[src/rtl/pc_redirect_ctrl.sv]
// Redirect sequencer between EXE branch logic and fetch: valid/ready redirect, EXE stall,
// wrong-path squash window and an EPC/cause CSR handshake ahead of exception vectoring.
module pc_redirect_ctrl #(
   parameter int unsigned XLEN        = 32,
   parameter int unsigned KILL_CYCLES = 2
) (
   input  logic            clk,
   input  logic            reset,
   input  logic            io_exe_valid,
   input  logic [2:0]      io_pc_sel,
   input  logic [XLEN-1:0] io_exe_pc,
   input  logic [XLEN-1:0] io_br_target,
   input  logic [XLEN-1:0] io_jmp_target,
   input  logic [XLEN-1:0] io_jalr_target,
   input  logic [XLEN-1:0] io_evec,
   input  logic [3:0]      io_excp_cause,
   input  logic            io_fetch_ready,
   input  logic            io_csr_ack,
   output logic            io_redirect_valid,
   output logic [XLEN-1:0] io_redirect_pc,
   output logic            io_kill,
   output logic            io_stall_exe,
   output logic            io_csr_req,
   output logic [XLEN-1:0] io_csr_epc,
   output logic [3:0]      io_csr_cause,
   output logic [15:0]     io_redirect_count
);

   localparam logic [2:0] KillLoad = 3'(KILL_CYCLES - 1);

   typedef enum logic [1:0] {StIdle, StRedir, StTrapCsr, StTrapRedir} state_e;

   state_e          state_q, state_d;
   logic [2:0]      kill_cnt_q, kill_cnt_d;
   logic [XLEN-1:0] redir_pc_q, redir_pc_d;
   logic [XLEN-1:0] epc_q, epc_d;
   logic [XLEN-1:0] evec_q, evec_d;
   logic [3:0]      cause_q, cause_d;
   logic [15:0]     count_q, count_d;

   logic            ev, sel_redir, sel_excp, accept;
   logic [XLEN-1:0] sel_target;

   // Reset also gates ev so the combinational IDLE outputs stay quiet while reset is held.
   assign ev = io_exe_valid && reset && (state_q == StIdle) && (kill_cnt_q == 3'd0);

   always_comb begin
      sel_redir  = 1'b0;
      sel_excp   = 1'b0;
      sel_target = '0;
      unique case (io_pc_sel)
         3'd1: begin
            sel_redir  = 1'b1;
            sel_target = {io_jalr_target[XLEN-1:1], 1'b0};
         end
         3'd2: begin
            sel_redir  = 1'b1;
            sel_target = io_br_target;
         end
         3'd3: begin
            sel_redir  = 1'b1;
            sel_target = io_jmp_target;
         end
         3'd4:    sel_excp = 1'b1;
         default: ;
      endcase
   end

   always_ff @(posedge clk or negedge reset) begin
      if (!reset) begin
         state_q    <= StIdle;
         kill_cnt_q <= 3'd0;
         redir_pc_q <= '0;
         epc_q      <= '0;
         evec_q     <= '0;
         cause_q    <= 4'd0;
         count_q    <= 16'd0;
      end else begin
         state_q    <= state_d;
         kill_cnt_q <= kill_cnt_d;
         redir_pc_q <= redir_pc_d;
         epc_q      <= epc_d;
         evec_q     <= evec_d;
         cause_q    <= cause_d;
         count_q    <= count_d;
      end
   end

   always_comb begin
      state_d    = state_q;
      redir_pc_d = redir_pc_q;
      epc_d      = epc_q;
      evec_d     = evec_q;
      cause_d    = cause_q;
      unique case (state_q)
         StIdle: begin
            if (ev && sel_redir && !io_fetch_ready) begin
               state_d    = StRedir;
               redir_pc_d = sel_target;
            end else if (ev && sel_excp) begin
               state_d = StTrapCsr;
               epc_d   = io_exe_pc;
               cause_d = io_excp_cause;
               evec_d  = io_evec;
            end
         end
         StRedir:     if (io_fetch_ready) state_d = StIdle;
         StTrapCsr:   if (io_csr_ack) state_d = StTrapRedir;
         StTrapRedir: if (io_fetch_ready) state_d = StIdle;
         default:     state_d = StIdle;
      endcase
      // An accept as the counter expires reloads it, so io_kill never drops between windows.
      if (accept) begin
         kill_cnt_d = KillLoad;
      end else if (kill_cnt_q != 3'd0) begin
         kill_cnt_d = kill_cnt_q - 3'd1;
      end else begin
         kill_cnt_d = 3'd0;
      end
      count_d = accept ? count_q + 16'd1 : count_q;
   end

   always_comb begin
      io_redirect_valid = 1'b0;
      io_redirect_pc    = '0;
      io_stall_exe      = 1'b0;
      io_csr_req        = 1'b0;
      unique case (state_q)
         StIdle: begin
            if (ev && sel_redir) begin
               io_redirect_valid = 1'b1;
               io_redirect_pc    = sel_target;
            end
            io_stall_exe = ev && ((sel_redir && !io_fetch_ready) || sel_excp);
         end
         StRedir: begin
            io_redirect_valid = 1'b1;
            io_redirect_pc    = redir_pc_q;
            io_stall_exe      = 1'b1;
         end
         StTrapCsr: begin
            io_csr_req   = 1'b1;
            io_stall_exe = 1'b1;
         end
         StTrapRedir: begin
            io_redirect_valid = 1'b1;
            io_redirect_pc    = evec_q;
            io_stall_exe      = 1'b1;
         end
         default: ;
      endcase
      accept  = io_redirect_valid && io_fetch_ready;
      io_kill = accept || (kill_cnt_q != 3'd0);
   end

   assign io_csr_epc        = epc_q;
   assign io_csr_cause      = cause_q;
   assign io_redirect_count = count_q;

endmodule

[config.mk]
export PLATFORM = sky130hd
export DESIGN_NAME = pc_redirect_ctrl
export DESIGN_NICKNAME = d
export VERILOG_FILES = /design/src/rtl/pc_redirect_ctrl.sv
export SDC_FILE = /design/constraint.sdc
export NUM_CORES = 1
export LEC_CHECK = 0
export ABC_AREA = 0
export CAP_MARGIN = 20
export CORE_MARGIN = 3
export CORE_UTILIZATION = 47
export DETAILED_ROUTE_END_ITERATION = 8
export GPL_TIMING_DRIVEN = 0
export HOLD_SLACK_MARGIN = 0.1
export PLACE_DENSITY = 0.91
export REMOVE_ABC_BUFFERS = 1
export SYNTH_ARGS = -nofsm -noshare
export SYNTH_HDL_FRONTEND = slang
export SYNTH_SLANG_ARGS = --single-unit
[constraint.sdc]
create_clock -name clk -period 6.9 [get_ports clk]
set_clock_uncertainty 0.2 [all_clocks]
set_input_delay 2.07 -clock clk [delete_from_list [all_inputs] [get_ports clk]]
set_output_delay 2.07 -clock clk [all_outputs]
set_load 0.05 [all_outputs]
Yosys cells after proc, flatten, opt, wreduce, memory -nomap -nowiden. Index checks and enable logic that the tools add are counted.

Multipliers: 0. Shift-type cells: 0. Muxes and demuxes: 16. Div/mod/pow operators: 0. Eq/ne operators: 10. Magnitude comparators: 0. $add $sub $neg: 2. Reductions and logical operators: 21. Bitwise operators: 1.

Operator list (number): $pmux W32 S3 (2); $mux W32 (1); $add A16 B1 Y16 const B (1); $logic_and A1 B1 Y1 (9); $mux W2 (4); $eq A3 B2 Y1 const B (2); $mux W3 (2); $pmux W2 S3 (1); $reduce_and A3 Y1 (2); $reduce_or A3 Y1 (2); $eq A2 B2 Y1 const B (2); $mux W1 (4); $pmux W1 S2 (2); $eq A3 B1 Y1 const B (1); $eq A3 B3 Y1 const B (1); $logic_not A3 Y1 (1); $ne A3 B1 Y1 const B (1); $reduce_bool A3 Y1 (1); $sub A3 B1 Y3 const B (1); $eq A2 B1 Y1 const B (1); $logic_not A2 Y1 (1); $logic_or A1 B1 Y1 (2); $ne A2 B1 Y1 const B (1); $ne A2 B2 Y1 const B (1); 4 further kinds (4).

Bits in writable memories: 0. Bits in latches: 0. Bits in registers: 121. Input port bits: 172. Memories: 0. Logic and storage cells: 57. Memory bits (read-only): 0.

Depth between registers and ports, before layout.
Depth in word-level cells: 8. Mapped depth: 8. Mapped depth without buffers: 4.

Worst setup path before layout. Ideal clock, no wire load.

Path type: input-to-output. Start: in io_pc_sel[0]. End: out io_stall_exe. Required time: 4.630 ns. Stages: 7. Setup slack: 0.967 ns. Buffers on the path: 3. Data arrival time: 3.663 ns. Cells stage by stage: buf_2 o21ba_1 and3_1 buf_6 nor2b_4 buf_6 or4b_1.

Word-level cells in the longest chain between the ends: 7.

Ends and longest elaborated chain: start, declared (RTL line 10) `input logic [2:0] io_pc_sel,`; $eq A3 B2 Y1 or $eq A3 B1 Y1 (tied branches) (RTL line 51) `unique case (io_pc_sel)`; $reduce_or A3 Y1 (no source line); $mux W1 (RTL line 51); $logic_and A1 B1 Y1 (RTL line 134) `io_stall_exe = ev && ((sel_redir && !io_fetch_ready) || sel_excp);`; $logic_or A1 B1 Y1 * (RTL line 134); $logic_and A1 B1 Y1 * (RTL line 134); $pmux W1 S2 * (RTL line 128) `unique case (state_q)`; end, declared (RTL line 22) `output logic io_stall_exe,`.

Mark *: on every way between the ends. The rest lies on a longest branch, timed or not.

Worst setup path after layout.
Start: in io_pc_sel[0]. End: out io_redirect_pc[27].

Word-level cells in the longest chain between the ends: 6.

Ends and longest elaborated chain: $eq A3 B2 Y1 or $eq A3 B1 Y1 (tied branches) (RTL line 51); $reduce_or A3 Y1 (no source line); $mux W1 (RTL line 51); $logic_and A1 B1 Y1 (RTL line 130) `if (ev && sel_redir) begin`; $mux W32 * (RTL line 130); $pmux W32 S3 * (RTL line 128); end, declared (RTL line 20) `output logic [XLEN-1:0] io_redirect_pc,`.

Marked as above.

==> out/metrics.csv <==
stage,metric,value,unit
critical_path,RR Endpoint,redir_pc_q[2],
clock_network,CTS H-tree lvls,4,
synth,syn_area_per_cell,12.7,µm²
sta,"Slew Viols, Final",0,
synth,top area cells in the synthesized netlist,"dfrtp_1 48%, mux2_1 18%, mux2_2 12%",
synth,Mapped Cells,492,
critical_path,max incr delay on CP,820,ps
sta,period utilization,98.6,%
floorplanning,die area,14700,µm²
synth,Synth top area share,48.5,%
routing,DR iter-0 viols,261,
global_routing,GRT Total Usage,26.4,%
critical_path,cells on worst reg2reg path,4,
clock_network,CTS Root Cell,clkbuf_16,
critical_path,Most Frequent Cell on Critical Path,buf_16,
global_routing,first-pass GRT wire length,29900,µm
clock_network,CTS Buffer Depth,2,
critical_path,worst setup path start,io_pc_sel[0],
global_routing,GRT overflow,0,
routing,1st-pass router iterations,5,
synth,Async SR Flop Fraction,100,%
critical_path,critical path endpoint category,primary output,
finish,synthesis-to-layout area growth,56.2,%
synth,Yosys reg bits,121,
routing,DRT Wirelength,19100,µm
global_routing,met3 Usage GRT,7.88,%
global_routing,met2 Use GR,47.8,%
finish,layout cells sized above 1,15.6,%
critical_path,reg2reg setup slack,3600,ps
sta,Final Hold Vio Count,0,
global_routing,vias in the first global route,5686,
critical_path,crit path DAT,4530,ps
critical_path,"Critical Path, Cell by Cell","clkdlybuf4s15_2, buf_16, nor2b_4, buf_16, a22oi_1, nor2_1, a22o_1, clkdlybuf4s50_1",
power_and_ir_drop,clock share of power,26.7,%
routing,Vias per Instance,5.61,
global_routing,initial antenna violation count,0,
floorplanning,Die H,121,µm
sta,Setup Viol. Count Final,0,
run,max-cap viol count,0,
finish,final std cells w/o fill,924,
power_and_ir_drop,Max rail drop VDD,257,µV
clock_network,number of CTS-inserted buffers,17,
finish,final instance area,9750,µm²
critical_path,Startpoint Class,input pin,
clock_network,"Clk pin slew, worst setup/hold paths",50,ps
placement,DP HPWL,12900,µm
outcome,status,"complete, no violations",
clock_network,Sink Count,121,
clock_network,CTS tree,built,
floorplanning,Initial Util,48.7,%
routing,Via Count,5185,
synth,Yosys top cell by area,dfrtp_1,
synth,"Top FF cell, synth",dfrtp_1,
floorplanning,die width,121,µm
placement,Placed Instances,888,
critical_path,Worst R2R Start,state_q[1],
routing,post-route ant nets,0,
power_and_ir_drop,switching pwr,1.39,mW
power_and_ir_drop,sw frac,37.5,%
floorplanning,site row count,41,
floorplanning,IO Pins,260,
power_and_ir_drop,combinational share of power,41.3,%
sta,minimum clock period,6800,ps
synth,synth unique cells,41,
placement,Post-DP Area,9000,µm²
clock_network,Clock Latency Late Sink,410,ps
clock_network,number of buffers inserted by hold repair at cts,0,
placement,GP Congestion,0.778,
synth,part of the Yosys area used for sequential elements,48.5,%
synth,area of the mapped netlist,6240,µm²
critical_path,CP required,4630,ps
critical_path,worst setup path class,input pin to primary output,
synth,Post-synth EDFFs,0,
floorplanning,Core Region,12800,µm²
sta,achievable clock frequency,147,MHz
critical_path,Worst Setup EP,io_redirect_pc[27],
global_routing,grt peak-use layer,met2,
placement,Port Buffer Count,258,
routing,DRC,0,
power_and_ir_drop,Pwr Density,381,nW/µm²
sta,Worst-Margin Slew,1060,ps
global_routing,largest net degree at the start of global routing,64,
sta,max_slew headroom,29.0,%
routing,WL per Instance,20.7,µm
min_path,Worst Hold Class,register to register,
global_routing,met1 Use GR,28.8,%
critical_path,Critical Path Slowest Stage Cell,clkdlybuf4s50_1,
power_and_ir_drop,Sequential Power Share,31.9,%
power_and_ir_drop,Internal,2.32,mW
critical_path,Max Fanout on Critical Path,22,
finish,Nets,911,
synth,YS warnings,0,
power_and_ir_drop,P_leak,4.63,nW
-- power by group through the flow --
stage / Clock (mW) / Sequential [mW] / Combinational [mW]
CTS: 1.01 / 1.19 / 1.55
finish: 0.993 / 1.19 / 1.54
global placement: 0 / 1.18 / 1.46
detailed placement: 0 / 1.19 / 1.54
floorplan: 0 / 1.56 / 0.546
global route: 1.04 / 1.22 / 1.61
-- layout by cell type (no fill, tap or decap), types with 5 or more instances in the layout --
cell             count
clkbuf_16           17
buf_16               5
mux2_2              66
nand2_1              6
a22oi_1             31
clkbuf_8             5
dlymetal6s2s_1      18
mux2_1              98
dfrtp_1            120
xor2_1              12
clkdlybuf4s50_1    235
bufinv_16            5
nor2_1              34
nor3b_1              5
a22o_1              32
nand3_1              6
-- logic make-up after synthesis --
| logic type | synth area share, % |
|---|---|
| DFF | 48.5 |
| muxes | 29.7 |
| adders and majority gates | 0.200 |
| buffers and inverters | 3.41 |
| AOI/OAI and AO/OA | 9.26 |
| xor gates and xnor gates | 2.10 |
| and+or+nand+nor | 6.79 |
-- cells in the mapped netlist, types with 2 or more instances --
cell	n
xnor2_1	3
nor4b_1	2
nand2_1	6
nor4_1	2
mux2_1	98
and4_1	3
buf_1	2
a22o_1	32
xor2_1	12
mux2_2	66
a22oi_1	31
or4b_1	2
a21oi_1	2
nor3b_1	5
nand3_1	6
nand4_1	2
o21ai_0	2
buf_2	11
and3_1	2
inv_1	2
nor4bb_1	3
dfrtp_1	121
nor2_1	35
clkbuf_1	21
buf_6	5
-- worst min-delay path by stage --
stage                               start                    end  cells after the start
global placement    io_redirect_count[15]  io_redirect_count[15]                      1
detailed placement  io_redirect_count[15]  io_redirect_count[15]                      1
CTS                         redir_pc_q[6]          redir_pc_q[6]                      1
global route                   evec_q[11]             evec_q[11]                      1
finish                      redir_pc_q[6]          redir_pc_q[6]                      1
floorplan                  redir_pc_q[10]         redir_pc_q[10]                      1
-- registers in the layout, indices dropped and copies added (netlist names) --
register	flops
evec_q	32
io_csr_cause	4
io_csr_epc	32
io_redirect_count	16
kill_cnt_q	3
redir_pc_q	32
state_q	2
-- final cells by class --
class                           count  area (µm²)
Tap cell                          172         215
Clock buffer                       25         505
Antenna cell                        1        2.50
Timing Repair Buffer              265        2790
Fill cell                         794        3080
Inverter                            2        7.51
Clock inverter                      7         160
Sequential cell                   121        3030
Multi-Input combinational cell    331        3040
-- through the flow --
step	hold slack [ps]	setup slack, ps	util (%)	setup TNS, ps	power (mW)
floorplan	254	437	-	0	2.11
global placement	259	-5680	68.9	-606170	2.64
detailed placement	272	-1420	70.1	-22120	2.73
CTS	287	39.3	75.7	0	3.74
global route	300	-7.64	76.0	-7.76	3.88
finish	283	97.2	76.0	0	3.72
-- routing by layer --
layer | routed length [µm] | vias to the layer above | share of wire, %
met5 | 0 | - | 0
met4 | 443 | 0 | 2.3
met3 | 1460 | 34 | 7.6
met2 | 10000 | 224 | 53
met1 | 7170 | 2603 | 38
li1 | - | 2324 | -
-- worst max-delay path: cells and delay by family --
| kind | cells | cell delay, ps |
|---|---|---|
| buffers and inverters | 4 | 1700 |
| AOI/OAI and AO/OA | 2 | 260 |
| and+or+nand+nor | 2 | 480 |
-- what timing repair did --
item	in CTS	in global routing
endpoints found under the hold margin	0	0
pin swaps	0	0
cloned	2	0
endpoints found under the setup margin	35	20
resized for setup	9	21
setup buffers	1	0
No activity file was read; power rests on OpenSTA's default activity.
